`src/rtl/sync_block_pkg.sv`:
```
// sync_block_pkg: shared FSM state type, default timing constants and saturating-increment helper
package sync_block_pkg;
  typedef enum logic [1:0] {IDLE, DELAY, PULSE, HOLDOFF} state_t;
  localparam logic [31:0] DEF_DELAY_CYCLES = 32'd350_000;
  localparam logic [31:0] DEF_PULSE_CYCLES = 32'd50;
  localparam logic [31:0] DEF_HOLDOFF_CYCLES = 32'd500;
  localparam logic [15:0] CNT_MAX = 16'hFFFF;
  function automatic logic [15:0] sat_inc(input logic [15:0] v);
    return (v == CNT_MAX) ? v : v + 16'd1;
  endfunction
endpackage

```
`src/rtl/trigger_pulse_gen_if.sv`:
```
// trigger_pulse_gen_if: trigger request/status bundle (master drives trigger_in/enable, slave returns pulse and status)
interface trigger_pulse_gen_if;
  logic trigger_in;
  logic enable;
  logic trigger_out;
  logic busy;
  logic [15:0] fire_count;
  logic [15:0] missed_count;
  modport master (output trigger_in, enable, input trigger_out, busy, fire_count, missed_count);
  modport slave (input trigger_in, enable, output trigger_out, busy, fire_count, missed_count);
endinterface

```
`src/rtl/edge_detect.sv`:
```
// edge_detect: registered rising-edge detector; ports clock, reset, in, rise; prev resets to PREV_RESET
module edge_detect #(
  parameter logic PREV_RESET = 1'b1
) (
  input  logic clock,
  input  logic reset,
  input  logic in,
  output logic rise
);
  logic prev;
  always_ff @(posedge clock) prev <= reset ? PREV_RESET : in;
  assign rise = in & ~prev;
endmodule

```
`src/rtl/trigger_pulse_gen.sv`:
```
// trigger_pulse_gen: delayed fixed-width trigger pulse with holdoff; ports clock, reset, bus (trigger_in/enable in; trigger_out/busy/fire_count/missed_count out)
module trigger_pulse_gen
  import sync_block_pkg::*;
#(
  parameter logic [31:0] DELAY_CYCLES = DEF_DELAY_CYCLES,
  parameter logic [31:0] PULSE_CYCLES = DEF_PULSE_CYCLES,
  parameter logic [31:0] HOLDOFF_CYCLES = DEF_HOLDOFF_CYCLES
) (
  input logic clock,
  input logic reset,
  trigger_pulse_gen_if.slave bus
);
  state_t state, state_nx;
  logic [31:0] cnt, cnt_nx;
  logic rise, fire, miss;
  // trigger_prev resets high so a trigger already asserted at reset release is not an edge
  edge_detect #(.PREV_RESET(1'b1)) u_edge (
    .clock(clock),
    .reset(reset),
    .in(bus.trigger_in),
    .rise(rise)
  );
  always_comb begin
    state_nx = state;
    case (state)
      IDLE:    if (rise && bus.enable) state_nx = DELAY;
      DELAY:   if (cnt == DELAY_CYCLES - 32'd1) state_nx = PULSE;
      PULSE:   if (cnt == PULSE_CYCLES - 32'd1) state_nx = (HOLDOFF_CYCLES == 32'd0) ? IDLE : HOLDOFF;
      HOLDOFF: if (cnt == HOLDOFF_CYCLES - 32'd1) state_nx = IDLE;
      default: state_nx = IDLE;
    endcase
    cnt_nx = (state_nx != state || state == IDLE) ? 32'd0 : cnt + 32'd1;
    fire = state == DELAY && state_nx == PULSE;
    // edges seen in any non-IDLE state, including the exit edge, are dropped
    miss = rise && state != IDLE;
  end
  always_ff @(posedge clock) begin
    if (reset) begin
      state <= IDLE;
      cnt <= '0;
      bus.trigger_out <= 1'b0;
      bus.busy <= 1'b0;
      bus.fire_count <= '0;
      bus.missed_count <= '0;
    end else begin
      state <= state_nx;
      cnt <= cnt_nx;
      bus.trigger_out <= state_nx == PULSE;
      bus.busy <= state_nx != IDLE;
      if (fire) bus.fire_count <= sat_inc(bus.fire_count);
      if (miss) bus.missed_count <= sat_inc(bus.missed_count);
    end
  end
endmodule

```
`src/flat_wrapper.sv`:
```
// flat-port wrapper written by rule: the top's interface ports become plain ports
module trigger_pulse_gen_flat import sync_block_pkg::*;
#(
  parameter logic [31:0] DELAY_CYCLES = DEF_DELAY_CYCLES,
  parameter logic [31:0] PULSE_CYCLES = DEF_PULSE_CYCLES,
  parameter logic [31:0] HOLDOFF_CYCLES = DEF_HOLDOFF_CYCLES
)
  (clock, reset, bus_trigger_in, bus_enable, bus_trigger_out, bus_busy, bus_fire_count, bus_missed_count);
  trigger_pulse_gen_if bus_i ();
  input logic clock;
  input logic reset;
  input wire logic [$bits(bus_i.trigger_in)-1:0] bus_trigger_in;
  input wire logic [$bits(bus_i.enable)-1:0] bus_enable;
  output wire logic [$bits(bus_i.trigger_out)-1:0] bus_trigger_out;
  output wire logic [$bits(bus_i.busy)-1:0] bus_busy;
  output wire logic [$bits(bus_i.fire_count)-1:0] bus_fire_count;
  output wire logic [$bits(bus_i.missed_count)-1:0] bus_missed_count;
  assign bus_i.trigger_in = bus_trigger_in;
  assign bus_i.enable = bus_enable;
  assign bus_trigger_out = bus_i.trigger_out;
  assign bus_busy = bus_i.busy;
  assign bus_fire_count = bus_i.fire_count;
  assign bus_missed_count = bus_i.missed_count;
  trigger_pulse_gen #(.DELAY_CYCLES(DELAY_CYCLES), .PULSE_CYCLES(PULSE_CYCLES), .HOLDOFF_CYCLES(HOLDOFF_CYCLES)) u_core (.clock(clock), .reset(reset), .bus(bus_i));
endmodule
```
`config.mk`:
```
export PLATFORM = sky130hd
export DESIGN_NAME = trigger_pulse_gen_flat
export DESIGN_NICKNAME = d
export VERILOG_FILES = /design/src/rtl/sync_block_pkg.sv /design/src/rtl/trigger_pulse_gen_if.sv /design/src/rtl/edge_detect.sv /design/src/rtl/trigger_pulse_gen.sv /design/src/flat_wrapper.sv
export SDC_FILE = /design/constraint.sdc
export NUM_CORES = 1
export LEC_CHECK = 0
export ABC_AREA = 1
export CORE_MARGIN = 1
export CORE_UTILIZATION = 52
export DETAILED_ROUTE_END_ITERATION = 16
export PLACE_DENSITY = 0.82
export SYNTH_ARGS = -nofsm -noshare
export SYNTH_HDL_FRONTEND = slang
export SYNTH_SLANG_ARGS = --single-unit
```
`constraint.sdc`:
```
create_clock -name clock -period 1.6 [get_ports clock]
set_clock_uncertainty 0.1 [all_clocks]
set_input_delay 0.4 -clock clock [delete_from_list [all_inputs] [get_ports clock]]
set_output_delay 0.4 -clock clock [all_outputs]
set_load 0.1 [all_outputs]
```
==> summary.md <==
| Metric | Value |
|---|---|
| Outcome | `finished with violations` |
| Failing checks | `setup timing` |
| Storage element area | `between 0.001 and 0.0015 mm2` |
| Hold crit path type | `primary input to flop` |
| Multi-input gate area | `0.002940 mm2` |
| # clock sinks | `69` |
| Max stage delay cell, worst path | `dfxtp_4` |
| Core Rows | `31` |
| Worst EP arrival | `around 2.4 ns` |
| Startpoint Class | `flop` |
| WS Path Type | `flop to flop` |
| Vias per cell | `6.916` |
| Crit path max fanout | `7` |
| Area growth syn-to-layout | `71.94%` |
| Global-route wire length before repair | `approximately 27000 um` |
| Placer Congestion | `0.9129` |
| Endpoints failing hold | `0` |
| Crit-path max cell delay | `roughly 0.37 ns` |
| WL final | `23820 um` |
| Vias | `between 6000 and 7000` |
| Number of global-route vias before repair | `5234` |
| Largest net degree at the start of global routing | `20` |
| Mean area per synthesized cell | `between 6 and 7 um2` |
| Rel. slew slack | `68.69%` |
| Least-Margin Pin Slew | `0.4684 ns` |
| Worst-path clk slew | `approximately 0.09 ns` |
| Worst-skew pair later-pin latency | `0.38 ns` |
| Commonest non-fill, non-tap cell in the layout | `buf_4` |
| Port Buffers | `37` |
| Tot Pwr | `3.791 mW` |
| Routed Antenna Nets | `0` |
| Initial Util | `between 50% and 60%` |
| Cell variety after synth | `28` |
| Post-route insts no fill | `874` |
| #FFs+latches synth | `69` |
| Worst VDD drop | `~840 uV` |
| Slew Limit Fails | `0` |
| Core Region | `0.007408 mm2` |
| Setup ws final | `-0.6018 ns` |
| Synthesized area | `about 0.0041 mm2` |
| Nature of the critical path endpoint | `flop` |
| RSZ-0062 raised after global routing | `yes` |
| I/O pin count | `38` |
| Root Driver | `clkbuf_8` |
| Initial antenna violation count | `0` |
| Sequential area share after synthesis | `~34%` |
| GRT Total Usage | `around two fifths` |
| DR iter-0 viols | `~1300` |
| Total grt overflow | `0` |
| Max Cap Viol | `0` |
| DRC Markers | `0` |
| Hpwl dp | `9386 um` |
| FILL cells | `roughly 210` |
| Synth area leaders | `dfxtp_1, nand2_1, nor2_1` |
| Most frequent cells in the layout | `buf_4, nand2_1, nor2_1` |
| Synth Instances | `604` |
| Critical path buffers and inverters | `1` |
| Share of the synthesized area in the top cell type | `34.08%` |
| Synthesis warning total | `0` |
| Bufs on Longest Clock Path | `2` |
| Crit path time final | `2.202 ns` |
| CTS buffer count | `9` |
| Antenna diodes | `0` |
| Placed instance count | `829` |
| Cell class contributing the biggest share of worst-path delay | `simple AND/OR/NAND/NOR gates` |
| CTS HTree Levels | `3` |
| Die Ht | `90.28 um` |
| DR pass1 iterations | `12` |
| Cell taking the most area after synthesis | `dfxtp_1` |
| Crit-path cells | `nor2_1 -> nand2_1 -> nor2_1 -> nand2_1 -> nor2_4 -> nor2_2 -> nand2_2 -> nand3_4 -> nand2_4 -> nand2_8 -> clkbuf_16 -> nor2_2` |
| PwrDens | `544.1 mW/mm2` |
| Max Freq | `454.2 MHz` |
| LEAKAGE | `about 2.8 nW` |
| Die ar. | `0.008150 mm2` |
| Final period utilization | `137.6%` |
| TritonCTS clock tree | `built` |
| Synth Net Count | `612` |
| Nets | `778` |
| DR WL/cell | `27.25 um` |
| WP data required | `1.80 ns` |
| WHS | `0.4080 ns` |
| Die width | `90.28 um` |
| Hold-fix buffers at CTS | `0` |
| # setup viols final | `between 60 and 70` |
| Share of layout cells above drive strength 1 | `49.94%` |
-- registers in the layout, indices dropped and copies added (netlist names) --
name,count
u_core.cnt,32
u_core.u_edge.prev,1
u_core.bus.busy,1
u_core.bus.trigger_out,1
u_core.bus.fire_count,16
u_core.bus.missed_count,16
u_core.state,2
-- synthesized netlist by cell type (all sizes together) --
library cell  count
nand4            14
xnor2            13
buf               6
o21ai            13
ha                4
nor2            132
inv              81
and2b             1
and3              3
dfxtp            69
nand3            49
nor4              1
nor3b             1
a21oi            24
xor2             31
clkbuf            4
nand2           130
nor3             27
and2              1
-- worst min-delay path: stages --
cell,delay [ns]
dlygate4sd2_1,0.29
inv_2,0.09
nand2_1,0.07
-- cell families (layout without fill, tap and decap cells) --
logic type	after synthesis	in the layout	share of synthesized area, %
compound gates	37	37	4.569
xor+xnor	44	44	9.509
fa+ha+maj	4	4	1.235
buf+inv	91	260	9.169
flops	69	69	34.08
simple gates	359	361	41.43
-- timing repair --
item | CTS | global route
buffers inserted | 16 | 9
resized for setup | 72 | 95
endpoints found under the hold margin | 0 | 0
gates cloned | 2 | 3
endpoints found under the setup margin | 62 | 69
pin swaps | 23 | 26
-- power by group --
group | switching, mW | internal [mW] | total [mW]
clock network | 0.779 | 1.17 | 1.95
registers | 0.00543 | 1.69 | 1.69
logic | 0.0964 | 0.0510 | 0.147
total | 0.881 | 2.91 | 3.79
-- layout make-up --
type	count	area share [%]
clock buffer	11	2.334
clock inverter	5	1.490
inverter	81	4.525
multi-input combinational	446	42.20
sequential	69	21.39
tap	99	1.778
timing repair buffer	163	26.29
-- metal layers --
| metal | vias up | GRT usage (%) | part of all wire, % |
|---|---|---|---|
| met3 | 376 | 11.53 | 16 |
| met4 | 2 | 25.13 | 13 |
| met2 | 786 | 71.56 | 41 |
| met5 | - | 0 | 0.14 |
| met1 | 2645 | 45.70 | 30 |
| li1 | 2236 | - | - |
-- path summary, 6_finish.rpt --
kind	slack, ns	depth (start not counted)	startpoint	to
max	-0.60	12	u_core.cnt[11]$_SDFF_PP0_	u_core.cnt[16]$_SDFF_PP0_
max reg2reg	-0.60	12	u_core.cnt[11]$_SDFF_PP0_	u_core.cnt[16]$_SDFF_PP0_
min reg2reg	0.47	2	u_core.bus.missed_count[8]$_SDFFE_PP0P_	u_core.bus.missed_count[8]$_SDFFE_PP0P_
min	0.41	3	bus_trigger_in	u_core.u_edge.prev$_SDFF_PP1_
-- through the flow --
step	util [%]	setup TNS [ns]	setup slack [ns]	instance area (um2)
2_1_floorplan	-	-4.677	-0.2470	4283
3_3_place_gp	78.70	-13.02	-0.3422	5831
3_5_place_dp	78.70	-18.95	-0.4256	5831
4_1_cts	87.27	-7.128	-0.1942	6465
5_1_grt	94.06	-33.10	-0.7146	6968
6_report	94.06	-29.91	-0.6018	6968
Note: power is estimated with default switching activity, not from simulation.
